[config.mk]
export PLATFORM = sky130hd
export DESIGN_NAME = draw_image_engine
export DESIGN_NICKNAME = d
export VERILOG_FILES = /design/src/rtl/draw_pkg.sv /design/src/rtl/image_raster_counter.sv /design/src/rtl/draw_image_engine.sv
export SDC_FILE = /design/constraint.sdc
export NUM_CORES = 1
export LEC_CHECK = 0
export ABC_CLOCK_PERIOD_IN_PS = 3660
export CAP_MARGIN = 20
export CORE_ASPECT_RATIO = 1.1
export CORE_MARGIN = 8
export CORE_UTILIZATION = 45
export CTS_CLUSTER_DIAMETER = 60
export DETAILED_ROUTE_END_ITERATION = 8
export PLACE_DENSITY_LB_ADDON = 0.05
export SLEW_MARGIN = 15
export SYNTH_ARGS = -nofsm -noshare
export SYNTH_HDL_FRONTEND = slang
export SYNTH_SLANG_ARGS = --single-unit
export TNS_END_PERCENT = 50
[constraint.sdc]
create_clock -name clock_all -period 3.66 [get_ports clock_all]
set_clock_uncertainty 0.2 [all_clocks]
set_input_delay 0.732 -clock clock_all [delete_from_list [all_inputs] [get_ports clock_all]]
set_output_delay 0.732 -clock clock_all [all_outputs]
set_load 0.02 [all_outputs]
[src/rtl/draw_pkg.sv]
// draw_pkg: definitions shared by every draw engine in the game.
//   SCREEN_W/SCREEN_H : visible VGA-adapter area in pixels
//   COLOUR_W          : adapter colour depth
//   X_W/Y_W           : adapter coordinate widths
//   draw_state_t      : common engine state encoding (IDLE, RUN, DRAIN, DONE)
//   cnt_width()       : counter width able to index 0..n-1, never narrower than 1 bit
package draw_pkg;

  localparam int SCREEN_W = 320;
  localparam int SCREEN_H = 240;
  localparam int COLOUR_W = 3;
  localparam int X_W      = 9;
  localparam int Y_W      = 8;

  typedef enum logic [1:0] {
    IDLE  = 2'd0,
    RUN   = 2'd1,
    DRAIN = 2'd2,
    DONE  = 2'd3
  } draw_state_t;

  function automatic int cnt_width(input int n);
    return (n > 1) ? $clog2(n) : 1;
  endfunction

endpackage

[src/rtl/image_raster_counter.sv]
// image_raster_counter: column/row raster counters for an IMG_W x IMG_H image.
//   clock_all  in   system clock
//   reset_all  in   asynchronous active-low reset
//   clear      in   return to pixel 0 (takes priority over enable)
//   enable     in   advance one pixel, column innermost
//   col        out  current column
//   row        out  current row
//   row_base   out  row*IMG_W, kept as a running sum so no multiplier is needed
//   last       out  current position is the final pixel of the image
module image_raster_counter
  import draw_pkg::*;
#(
  parameter int IMG_W  = 320,
  parameter int IMG_H  = 240,
  parameter int ADDR_W = 17
) (
  input  logic                        clock_all,
  input  logic                        reset_all,
  input  logic                        clear,
  input  logic                        enable,
  output logic [cnt_width(IMG_W)-1:0] col,
  output logic [cnt_width(IMG_H)-1:0] row,
  output logic [ADDR_W-1:0]           row_base,
  output logic                        last
);

  localparam int COL_W = cnt_width(IMG_W);
  localparam int ROW_W = cnt_width(IMG_H);
  localparam logic [COL_W-1:0]  COL_LAST = COL_W'(IMG_W - 1);
  localparam logic [ROW_W-1:0]  ROW_LAST = ROW_W'(IMG_H - 1);
  localparam logic [ADDR_W-1:0] ROW_STEP = ADDR_W'(IMG_W);

  logic col_last;
  logic row_last;

  assign col_last = (col == COL_LAST);
  assign row_last = (row == ROW_LAST);
  assign last     = col_last && row_last;

  // The whole raster wraps back to pixel 0 after the last pixel, so a
  // following draw needs no extra clear even if one were skipped.
  always_ff @(posedge clock_all or negedge reset_all) begin
    if (!reset_all) begin
      col      <= '0;
      row      <= '0;
      row_base <= '0;
    end else if (clear) begin
      col      <= '0;
      row      <= '0;
      row_base <= '0;
    end else if (enable) begin
      if (col_last) begin
        col <= '0;
        if (row_last) begin
          row      <= '0;
          row_base <= '0;
        end else begin
          row      <= row + 1'b1;
          row_base <= row_base + ROW_STEP;
        end
      end else begin
        col <= col + 1'b1;
      end
    end
  end

endmodule

[src/rtl/draw_image_engine.sv]
// draw_image_engine: blits an IMG_W x IMG_H image from an external synchronous
// ROM to the VGA adapter at (base_x+col, base_y+row), one pixel per cycle.
//   clock_all  in   system clock
//   reset_all  in   asynchronous active-low reset
//   start      in   draw request, honoured only in IDLE
//   base_x/y   in   top-left screen position, latched on accepted start
//   flip_x     in   horizontal mirror, latched on accepted start
//   rom_addr   out  image ROM address (data returns on rom_q one cycle later)
//   rom_q      in   image ROM colour
//   out_x/y    out  adapter pixel position
//   out_colour out  adapter colour (rom_q passed straight through)
//   plot       out  adapter write enable
//   busy       out  high while pixels are being issued or drained
//   done       out  single-cycle completion pulse
module draw_image_engine
  import draw_pkg::*;
#(
  parameter int                  IMG_W      = 320,
  parameter int                  IMG_H      = 240,
  parameter int                  ADDR_W     = 17,
  parameter bit                  TRANSP_EN  = 1'b0,
  parameter logic [COLOUR_W-1:0] TRANSP_COL = 3'b000
) (
  input  logic                clock_all,
  input  logic                reset_all,
  input  logic                start,
  input  logic [X_W-1:0]      base_x,
  input  logic [Y_W-1:0]      base_y,
  input  logic                flip_x,
  output logic [ADDR_W-1:0]   rom_addr,
  input  logic [COLOUR_W-1:0] rom_q,
  output logic [X_W-1:0]      out_x,
  output logic [Y_W-1:0]      out_y,
  output logic [COLOUR_W-1:0] out_colour,
  output logic                plot,
  output logic                busy,
  output logic                done
);

  localparam int COL_W = cnt_width(IMG_W);
  localparam int ROW_W = cnt_width(IMG_H);
  // Sums are one bit wider than either operand so an image hanging off the
  // right/bottom edge is clipped rather than wrapped onto the left/top.
  localparam int XS_W = ((COL_W > X_W) ? COL_W : X_W) + 1;
  localparam int YS_W = ((ROW_W > Y_W) ? ROW_W : Y_W) + 1;
  localparam logic [ADDR_W-1:0] COL_MAX = ADDR_W'(IMG_W - 1);

  draw_state_t        state;
  draw_state_t        state_next;
  logic [COL_W-1:0]   col;
  logic [ROW_W-1:0]   row;
  logic [ADDR_W-1:0]  row_base;
  logic               last_pixel;
  logic [X_W-1:0]     base_x_q;
  logic [Y_W-1:0]     base_y_q;
  logic               flip_q;
  logic               accept;
  logic               running;
  logic [XS_W-1:0]    x_sum;
  logic [YS_W-1:0]    y_sum;
  logic               pipe_valid;
  logic               pipe_on_screen;
  logic               transparent;

  assign accept  = (state == IDLE) && start;
  assign running = (state == RUN);

  always_ff @(posedge clock_all or negedge reset_all) begin
    if (!reset_all) begin
      state <= IDLE;
    end else begin
      state <= state_next;
    end
  end

  // DRAIN lets the last pixel's ROM data arrive; DONE is the completion pulse
  // and deliberately ignores start, so a held start cannot chain draws early.
  always_comb begin
    state_next = state;
    case (state)
      IDLE:    if (start) state_next = RUN;
      RUN:     if (last_pixel) state_next = DRAIN;
      DRAIN:   state_next = DONE;
      DONE:    state_next = IDLE;
      default: state_next = IDLE;
    endcase
  end

  // Position and mirroring are frozen for the whole draw.
  always_ff @(posedge clock_all or negedge reset_all) begin
    if (!reset_all) begin
      base_x_q <= '0;
      base_y_q <= '0;
      flip_q   <= 1'b0;
    end else if (accept) begin
      base_x_q <= base_x;
      base_y_q <= base_y;
      flip_q   <= flip_x;
    end
  end

  image_raster_counter #(
    .IMG_W  (IMG_W),
    .IMG_H  (IMG_H),
    .ADDR_W (ADDR_W)
  ) u_raster (
    .clock_all (clock_all),
    .reset_all (reset_all),
    .clear     (!running),
    .enable    (running),
    .col       (col),
    .row       (row),
    .row_base  (row_base),
    .last      (last_pixel)
  );

  // Mirroring only changes which ROM word is fetched; the screen column
  // still advances left to right.
  assign rom_addr = row_base + (flip_q ? (COL_MAX - ADDR_W'(col)) : ADDR_W'(col));

  assign x_sum = XS_W'(base_x_q) + XS_W'(col);
  assign y_sum = YS_W'(base_y_q) + YS_W'(row);

  // Position and visibility are delayed one stage to line up with rom_q.
  always_ff @(posedge clock_all or negedge reset_all) begin
    if (!reset_all) begin
      pipe_valid     <= 1'b0;
      pipe_on_screen <= 1'b0;
      out_x          <= '0;
      out_y          <= '0;
    end else begin
      pipe_valid     <= running;
      pipe_on_screen <= (x_sum < XS_W'(SCREEN_W)) && (y_sum < YS_W'(SCREEN_H));
      out_x          <= x_sum[X_W-1:0];
      out_y          <= y_sum[Y_W-1:0];
    end
  end

  assign transparent = TRANSP_EN && (rom_q == TRANSP_COL);
  assign plot        = pipe_valid && pipe_on_screen && !transparent;
  assign out_colour  = rom_q;
  assign busy        = (state == RUN) || (state == DRAIN);
  assign done        = (state == DONE);

endmodule
Word-level counts from Yosys, hierarchy flattened:

Cells that the tools add are included.

* bits in registers: 73
* output and inout bits: 40

* magnitude comparators: 2
* muxes and demuxes: 12
* $add $sub $neg: 7
* eq/ne operators: 8
* reductions and logical operators: 7

Operator list (count)
* 17-bit two-way mux: 4
* 8-bit two-way mux: 3
* 9-bit two-way mux: 2
* 17-bit adder: 1
* 17-bit by 9-bit adder with 17-bit output (second input constant): 1
* 9-bit by 9-bit adder with 10-bit output: 1
* 10-bit by 9-bit less-than comparator with 1-bit output (second input constant): 1
* 9-bit by 9-bit subtractor with 10-bit output (first input constant): 1
* 8-bit by 8-bit adder with 9-bit output: 1
* 9-bit by 1-bit adder with 9-bit output (second input constant): 1
* 9-bit == test (second input constant): 1
* 9-bit by 8-bit less-than comparator with 1-bit output (second input constant): 1
* 8-bit by 1-bit adder with 8-bit output (second input constant): 1
* 8-bit == test (second input constant): 1
* 2-bit case mux with 4 select lines: 1
* 2-bit == test (second input constant): 2
* 1-bit logical AND: 4
* 2-bit two-way mux: 2
* 2-bit != test (second input constant): 2
* 2-bit by 1-bit == test with 1-bit output (second input constant): 1
* 2-bit zero test: 1
* 2-bit by 1-bit != test with 1-bit output (second input constant): 1
* 2-bit AND reduction: 1
* 1-bit logical OR: 1

Logic depth before layout (Yosys ltp):

Gate-level depths: netlist of run 1.

* depth after elaboration: 4
* mapped depth: 10

Modules after synthesis:

Synthesis of run 1 repeated with hierarchy kept, for this count alone.

* cells, all modules: 462
* area total of the unflattened synthesis: 4528.1 µm²

By module, submodules not included
* draw_image_engine: area an instance 2912.8 µm², times used 1, cells each 290
* image_raster_counter: area an instance 1615.3 µm², times used 1, cells each 172

Least setup slack after synthesis of run 1:

OpenSTA, ideal clock, no wires.

* path type: register -> output
* start: register u_raster.col[6]
* end: output port rom_addr[16]
* stages on the path, launching flop included: 11
* path buffers: 0
* setup slack: 0.052 ns
* arrival time: 2.676 ns
* path through: dfrtp_1 > inv_1 > ha_1 > ha_1 > mux2_2 > ha_1 > nand3_1 > a21oi_1 > a31o_1 > a2111oi_2 > a311oi_1

* word-level cells in the longest chain between the ends: 3

Ends and longest elaborated chain
* start: declaration: RTL line image_raster_counter.sv:21 `output logic [cnt_width(IMG_W)-1:0] col,`
* start signal: assignment: RTL line image_raster_counter.sv:62 `col <= col + 1'b1;`
* 9-bit by 9-bit subtractor with 10-bit output: RTL line draw_image_engine.sv:119 `assign rom_addr = row_base + (flip_q ? (COL_MAX - ADDR_W'(col)) : ADDR_W'(col));`
* 17-bit two-way mux (*): RTL line draw_image_engine.sv:119
* 17-bit adder (*): RTL line draw_image_engine.sv:119
* end: declaration: RTL line draw_image_engine.sv:30 `output logic [ADDR_W-1:0] rom_addr,`

Mark *: on every way between the ends. The rest lies on a longest branch, timed or not.

Final worst setup path of run 1:

Same ends and word-level chain as after synthesis.

==> impl_metrics.env, run 1 <==
export IMPL_outcome="finished clean"
export IMPL_maxCapViolCount=0
export IMPL_viasPerCell=5.51
export IMPL_grt_pass1_vias=3355
export IMPL_ys_seq_area_share_pct=40.0
export IMPL_cp_max_fo=3
export IMPL_syn_num_nets=484
export IMPL_r2r_cells=6
export IMPL_fin_nets=570
export IMPL_track_usage_pct=15.7
export IMPL_final_layout_size_suffix_gt1_share_pct=20.8
export IMPL_power_leakage_nw=2.56
export IMPL_synth_area_sq_um=4190
export IMPL_ir_worst_vdd_uv=250
export IMPL_cts_tree="built"
export IMPL_setup_viol=0
export IMPL_required_ps=2730
export IMPL_post_route_drc_count=0
export IMPL_numCtsBuffers=9
export IMPL_crit_type="reg2out"
export IMPL_start_util_pct=45.5
export IMPL_area_growth_pct=31.1
export IMPL_cts_root_buf="clkbuf_8"
export IMPL_io_pins=64
export IMPL_placed_cells=606
export IMPL_cp_end_kind="primary output"
export IMPL_worstSetupStartpointType="flop"
export IMPL_place_congestion=0.848
export IMPL_routedWlPerCell_um=15.8
export IMPL_cts_htree_levels=3
export IMPL_slew_viol_final=0
export IMPL_slew_headroom_pct=41.8
export IMPL_diodes=0
export IMPL_totalWireLength_um=9900
export IMPL_hold_viol_final=0
export IMPL_worstMarginPinSlew_ps=870
export IMPL_yosysUniqueCellTypes=54
export IMPL_cp_data_arrival_time_ps=2700
export IMPL_grt_start_max_net_pins=33
export IMPL_grt_ovfl_total=0
export IMPL_grt_first_pass_wirelength_um=15900
export IMPL_syn_area_per_cell_sq_um=10.0
export IMPL_post_place_ws_ps=-191
export IMPL_die_w_um=108
export IMPL_clkTransAtPathRegs_ps=70
export IMPL_r2r_end="u_raster.row_base[15]"
export IMPL_dr_pass1_iters=4
export IMPL_fin_ws_ps=31.6
export IMPL_hp_class="in2async"
export IMPL_post_route_min_period_ps=3630
export IMPL_cts_hold_buffers=0
export IMPL_multi_input_area_sq_um=2570
export IMPL_async_reset_ff_share_pct=100
export IMPL_timing_rr_start="u_raster.col[1]"
export IMPL_portBuffers=57
export IMPL_drt_iter0_drc=105
export IMPL_power_density_nw_per_um2=267
export IMPL_rsz0062_at_grt="yes"
export IMPL_antenna_found_initial=0
export IMPL_core_sq_um=9210
export IMPL_die_height_um=117
export IMPL_seq_area_sq_um=1680
export IMPL_clock_sinks=67
export IMPL_clk_path_buf_depth=2
export IMPL_ys_ff_latch=67
export IMPL_timing_reg2reg_setup_slack_ps=1150
export IMPL_final_cells=627
export IMPL_vias=3457
export IMPL_synth_cells=419
export IMPL_timing_final_crit_share_pct=99.1
export IMPL_ys_flop_type="dfrtp_1"
export IMPL_ys_warnings_count=0
export IMPL_filler_cell_count=791
export IMPL_synth_edff_count=0
export IMPL_fmax_ghz=0.276
export IMPL_finalPower_mw=1.47
export IMPL_hpwl_um=7050
export IMPL_clk_insertion_delay_late_ps=350
export IMPL_postRouteAntennaNets=0
export IMPL_rows=37
export IMPL_dieArea_sq_um=12700
[worst max path at each step]
| stage | startpoint | endpoint | slack [ps] | cells past startpoint |
|---|---|---|---|---|
| final | u_raster.col[6] | rom_addr[16] | 30 | 11 |
| after global routing | u_raster.col[6] | rom_addr[13] | -90 | 12 |
| after CTS | u_raster.col[6] | rom_addr[13] | -70 | 10 |
| after detailed placement | u_raster.col[6] | rom_addr[16] | -190 | 11 |
| after global placement | u_raster.col[6] | rom_addr[15] | -150 | 12 |
| after floorplan | u_raster.col[6] | rom_addr[16] | 50 | 10 |
[registers in the layout, summed over array words and instances, names as in the netlist]
signal             cells
u_raster.row           8
out_x                  9
u_raster.col           9
pipe_valid             1
base_y_q               8
out_y                  8
u_raster.row_base     11
state                  2
base_x_q               9
pipe_on_screen         1
flip_q                 1
[Yosys cell counts (all sizes together) (7+ instances only)]
cell,number,area (sq um)
o21ai,35,175
and3,8,50.1
a21o,7,52.6
xor2,16,140
dfrtp,67,1680
ha,39,488
a21oi,24,120
buf,8,65.1
nand2,28,105
nor2,21,78.8
xnor2,21,184
mux2,21,236
inv,19,71.3
nand3,15,75.1
o21a,8,60.1
[stage by stage]
stage	TNS, ps	util (%)	cell area [sq um]	hold WS [ps]
3_3_place_gp	-507	54.5	5020	286
2_1_floorplan	0	-	4190	236
5_1_grt	-265	59.6	5490	312
4_1_cts	-149	57.5	5300	251
3_5_place_dp	-638	54.5	5020	289
6_report	0	59.6	5490	234
[repair_timing]
action | 4_1_cts | 5_1_grt
pin swaps | 6 | 10
setup endpoints to repair | 9 | 8
buffers inserted | 0 | 5
resized for setup | 42 | 33
gates cloned | 0 | 0
[report_power, final]
| group | internal [mW] | switching [mW] | leakage (nW) |
|---|---|---|---|
| clock network | 0.388 | 0.303 | 0.106 |
| logic | 0.0206 | 0.0182 | 1.55 |
| registers | 0.740 | 0 | 0.897 |
[kinds of logic (layout without fill, tap and decap cells)]
family | count (synthesis) | count (layout) | share of synthesized area, %
compound gates | 111 | 111 | 17.0
xor+xnor | 37 | 37 | 7.73
fa+ha+maj | 41 | 41 | 12.6
buf+inv | 33 | 124 | 3.79
flops | 67 | 67 | 40.0
mux | 23 | 23 | 6.12
other cells | 1 | 1 | 0.0895
simple gates | 106 | 106 | 12.7
[layout by cell type (no fill, tap or decap), drive strengths merged, types with 3 or more instances in the layout]
master         netlist  routed
dfrtp               67      67
clkdlybuf4s50        0      48
ha                  39      39
buf                  8      37
o21ai               35      35
nand2               28      28
a21oi               24      24
xnor2               21      21
nor2                21      21
mux2                21      21
inv                 19      20
xor2                16      16
nand3               15      15
clkbuf               6      11
o21a                 8       8
and3                 8       8
a21o                 7       7
nand4                6       6
and2                 6       6
o211ai               5       5
nand2b               5       5
nor3                 5       5
a31oi                5       5
or3                  4       4
a211oi               3       3
o31a                 3       3
a311oi               3       3
a2111oi              3       3
[worst max-delay path, stage by stage (launching register included)]
cell	delay (ps)
dfrtp_1	410
inv_2	100
ha_4	150
ha_4	190
mux2_4	270
ha_4	170
a21oi_4	200
a21oi_4	90
a31o_1	240
a2111oi_2	300
a311oi_1	70
buf_2	170
[routing by layer]
metal	GRT usage, %	part of all wire, %
met5	0	0
met4	7.69	2.1
met3	2.46	3.6
met2	26.1	49
met1	19.5	45
[final cells by class]
| class | instances | share of cell area [%] |
|---|---|---|
| inverter | 19 | 1.30 |
| multi-input combinational | 319 | 46.9 |
| sequential | 67 | 30.5 |
| clock buffer | 9 | 2.26 |
| clock inverter | 7 | 1.85 |
| timing repair buffer | 89 | 14.6 |
| tap | 117 | 2.67 |
Power figures use the tool's default switching activity.
==> run 2: changes to the inputs <==
Settings changed: CORE_MARGIN 8 to 2.
==> run 2 against run 1 <==
  * The run now ends with setup timing left
  * Combinational power barely moved
  * Count of clock-buffer cells in the layout rose by 1
  * Routed wire length fell by 1.3%
  * First-iteration DRC count rose by 64%
  * Fmax fell by 1.5%
  * Clock power fell by 9.3%
  * Design area fell by 1.1%
  * Cell count fell by 0.32%
  * Via count fell by 0.32%
  * Sequential power barely moved
  * Sequential share of layout area rose by 0.34 points
  * Global-route usage rose by 3.9 points
  * Critical path type unchanged
  * Highest routed layer unchanged
==> impl_metrics.env, run 2 (synthesis results as in run 1) <==
export IMPL_outcome="finished with violations"
export IMPL_violations="setup timing"
export IMPL_dr_pass1_iters=4
export IMPL_cts_root_buf="clkbuf_8"
export IMPL_regMostFlops="u_raster.row_base"
export IMPL_fin_nets=571
export IMPL_rows=36
export IMPL_slew_viol_final=0
export IMPL_fmax_ghz=0.271
export IMPL_postRouteAntennaNets=0
export IMPL_slew_headroom_pct=44.0
export IMPL_grt_pass1_vias=3487
export IMPL_post_route_min_period_ps=3680
export IMPL_power_density_nw_per_um2=259
export IMPL_fin_util_pct=60.6
export IMPL_final_cell_mix="dfrtp_1, clkdlybuf4s50_1, ha_1, buf_4, nand2_1"
export IMPL_post_route_drc_count=0
export IMPL_timing_final_crit_share_pct=101
export IMPL_cts_htree_levels=3
export IMPL_worstMarginPinSlew_ps=841
export IMPL_grt_start_max_net_pins=37
export IMPL_crit_path_start="u_raster.col[7]"
export IMPL_diodes=0
export IMPL_die_w_um=96.0
export IMPL_vias=3446
export IMPL_cts_hold_buffers=0
export IMPL_totalWireLength_um=9770
export IMPL_track_usage_pct=19.6
export IMPL_die_height_um=105
export IMPL_clk_path_buf_depth=2
export IMPL_antenna_found_initial=0
export IMPL_setup_viol=1
export IMPL_clk_insertion_delay_late_ps=340
export IMPL_final_cells=625
export IMPL_portBuffers=57
export IMPL_place_congestion=0.843
export IMPL_crit_type="reg2out"
export IMPL_final_layout_size_suffix_gt1_share_pct=19.6
export IMPL_cp_end_kind="primary output"
export IMPL_core_sq_um=8960
export IMPL_grt_ovfl_total=0
export IMPL_routedWlPerCell_um=15.6
export IMPL_required_ps=2730
export IMPL_cts_tree="built"
export IMPL_numCtsBuffers=9
export IMPL_drt_iter0_drc=172
export IMPL_hpwl_um=6920
export IMPL_hold_viol_final=0
export IMPL_rsz0062_at_grt="yes"
export IMPL_start_util_pct=46.7
export IMPL_power_leakage_nw=2.55
export IMPL_io_pins=64
export IMPL_viasPerCell=5.51
export IMPL_clkTransAtPathRegs_ps=80
export IMPL_cp_max_fo=4
export IMPL_timing_rr_start="u_raster.row[1]"
export IMPL_worstSetupStartpointType="flop"
export IMPL_largest_reg_flops=11
export IMPL_area_growth_pct=29.6
export IMPL_finalPower_mw=1.41
export IMPL_layout_commonest_cell="dfrtp_1"
export IMPL_hp_class="in2async"
export IMPL_cp_data_arrival_time_ps=2750
export IMPL_maxCapViolCount=0
export IMPL_clock_sinks=67
export IMPL_grt_first_pass_wirelength_um=15700
export IMPL_fin_ws_ps=-24.0
export IMPL_placed_cells=604
export IMPL_dieArea_sq_um=10100
export IMPL_ir_worst_vdd_uv=177
==> run 2: cell count changes in the layout (fill, tap and decap cells not counted), sizes merged <==
cell / change
buf: +3
clkinvlp: +2
bufinv: -1
clkdlybuf4s15: -1
clkinv: -1
inv: -1
==> run 2: worst max-delay path, stage by stage, from the launching register on <==
cell	delay, ps
dfrtp_1	390
inv_1	110
ha_4	140
ha_4	180
mux2_4	270
ha_4	300
nand3_4	90
a21oi_4	190
a31o_1	230
a2111oi_2	100
a311oi_1	210
buf_2	210
==> run 2: cell type report <==
type / instances / area, sq um
Fill cell: 775 / 3530
Timing Repair Buffer: 90 / 803
Clock buffer: 10 / 138
Sequential cell: 67 / 1680
Inverter: 19 / 71.3
Multi-Input combinational cell: 319 / 2530
Tap cell: 114 / 143
Clock inverter: 6 / 65.1
==> run 2: final timing paths <==
| path | end | slack [ps] | cells after the start |
|---|---|---|---|
| max | rom_addr[16] | -20 | 11 |
| min | base_y_q[7] | 290 | 1 |
| max reg2reg | pipe_on_screen | 1110 | 6 |
| min reg2reg | out_x[0] | 300 | 1 |
| max in group asynchronous | out_y[0] | 2230 | 2 |
| min in group clock_all | out_x[0] | 300 | 1 |
==> run 2: routing by layer <==
| layer | GRT usage, % | part of all wire [%] |
|---|---|---|
| met3 | 4.83 | 4.0 |
| met4 | 6.33 | 1.4 |
| met1 | 24.5 | 44 |
| met5 | 0 | 0 |
| met2 | 32.6 | 50 |
==> run 2: stage by stage <==
stage	setup WS [ps]	instance area [sq um]	setup TNS (ps)	hold WS, ps
final	-24.0	5430	-24.0	292
after floorplan	51.9	4190	0	236
after detailed placement	-212	5020	-784	290
after CTS	-58.1	5270	-179	304
after global placement	-123	5020	-456	271
after global routing	-153	5430	-613	316
==> run 2: power by group <==
group          internal (mW)  switching, mW
combinational         0.0206         0.0184
sequential             0.740              0
clock                  0.332          0.295
==> run 2: timing repair <==
item | CTS | global route
setup endpoints to repair | 9 | 8
gates resized for setup | 35 | 32
pin swaps | 4 | 14
setup buffers | 2 | 3
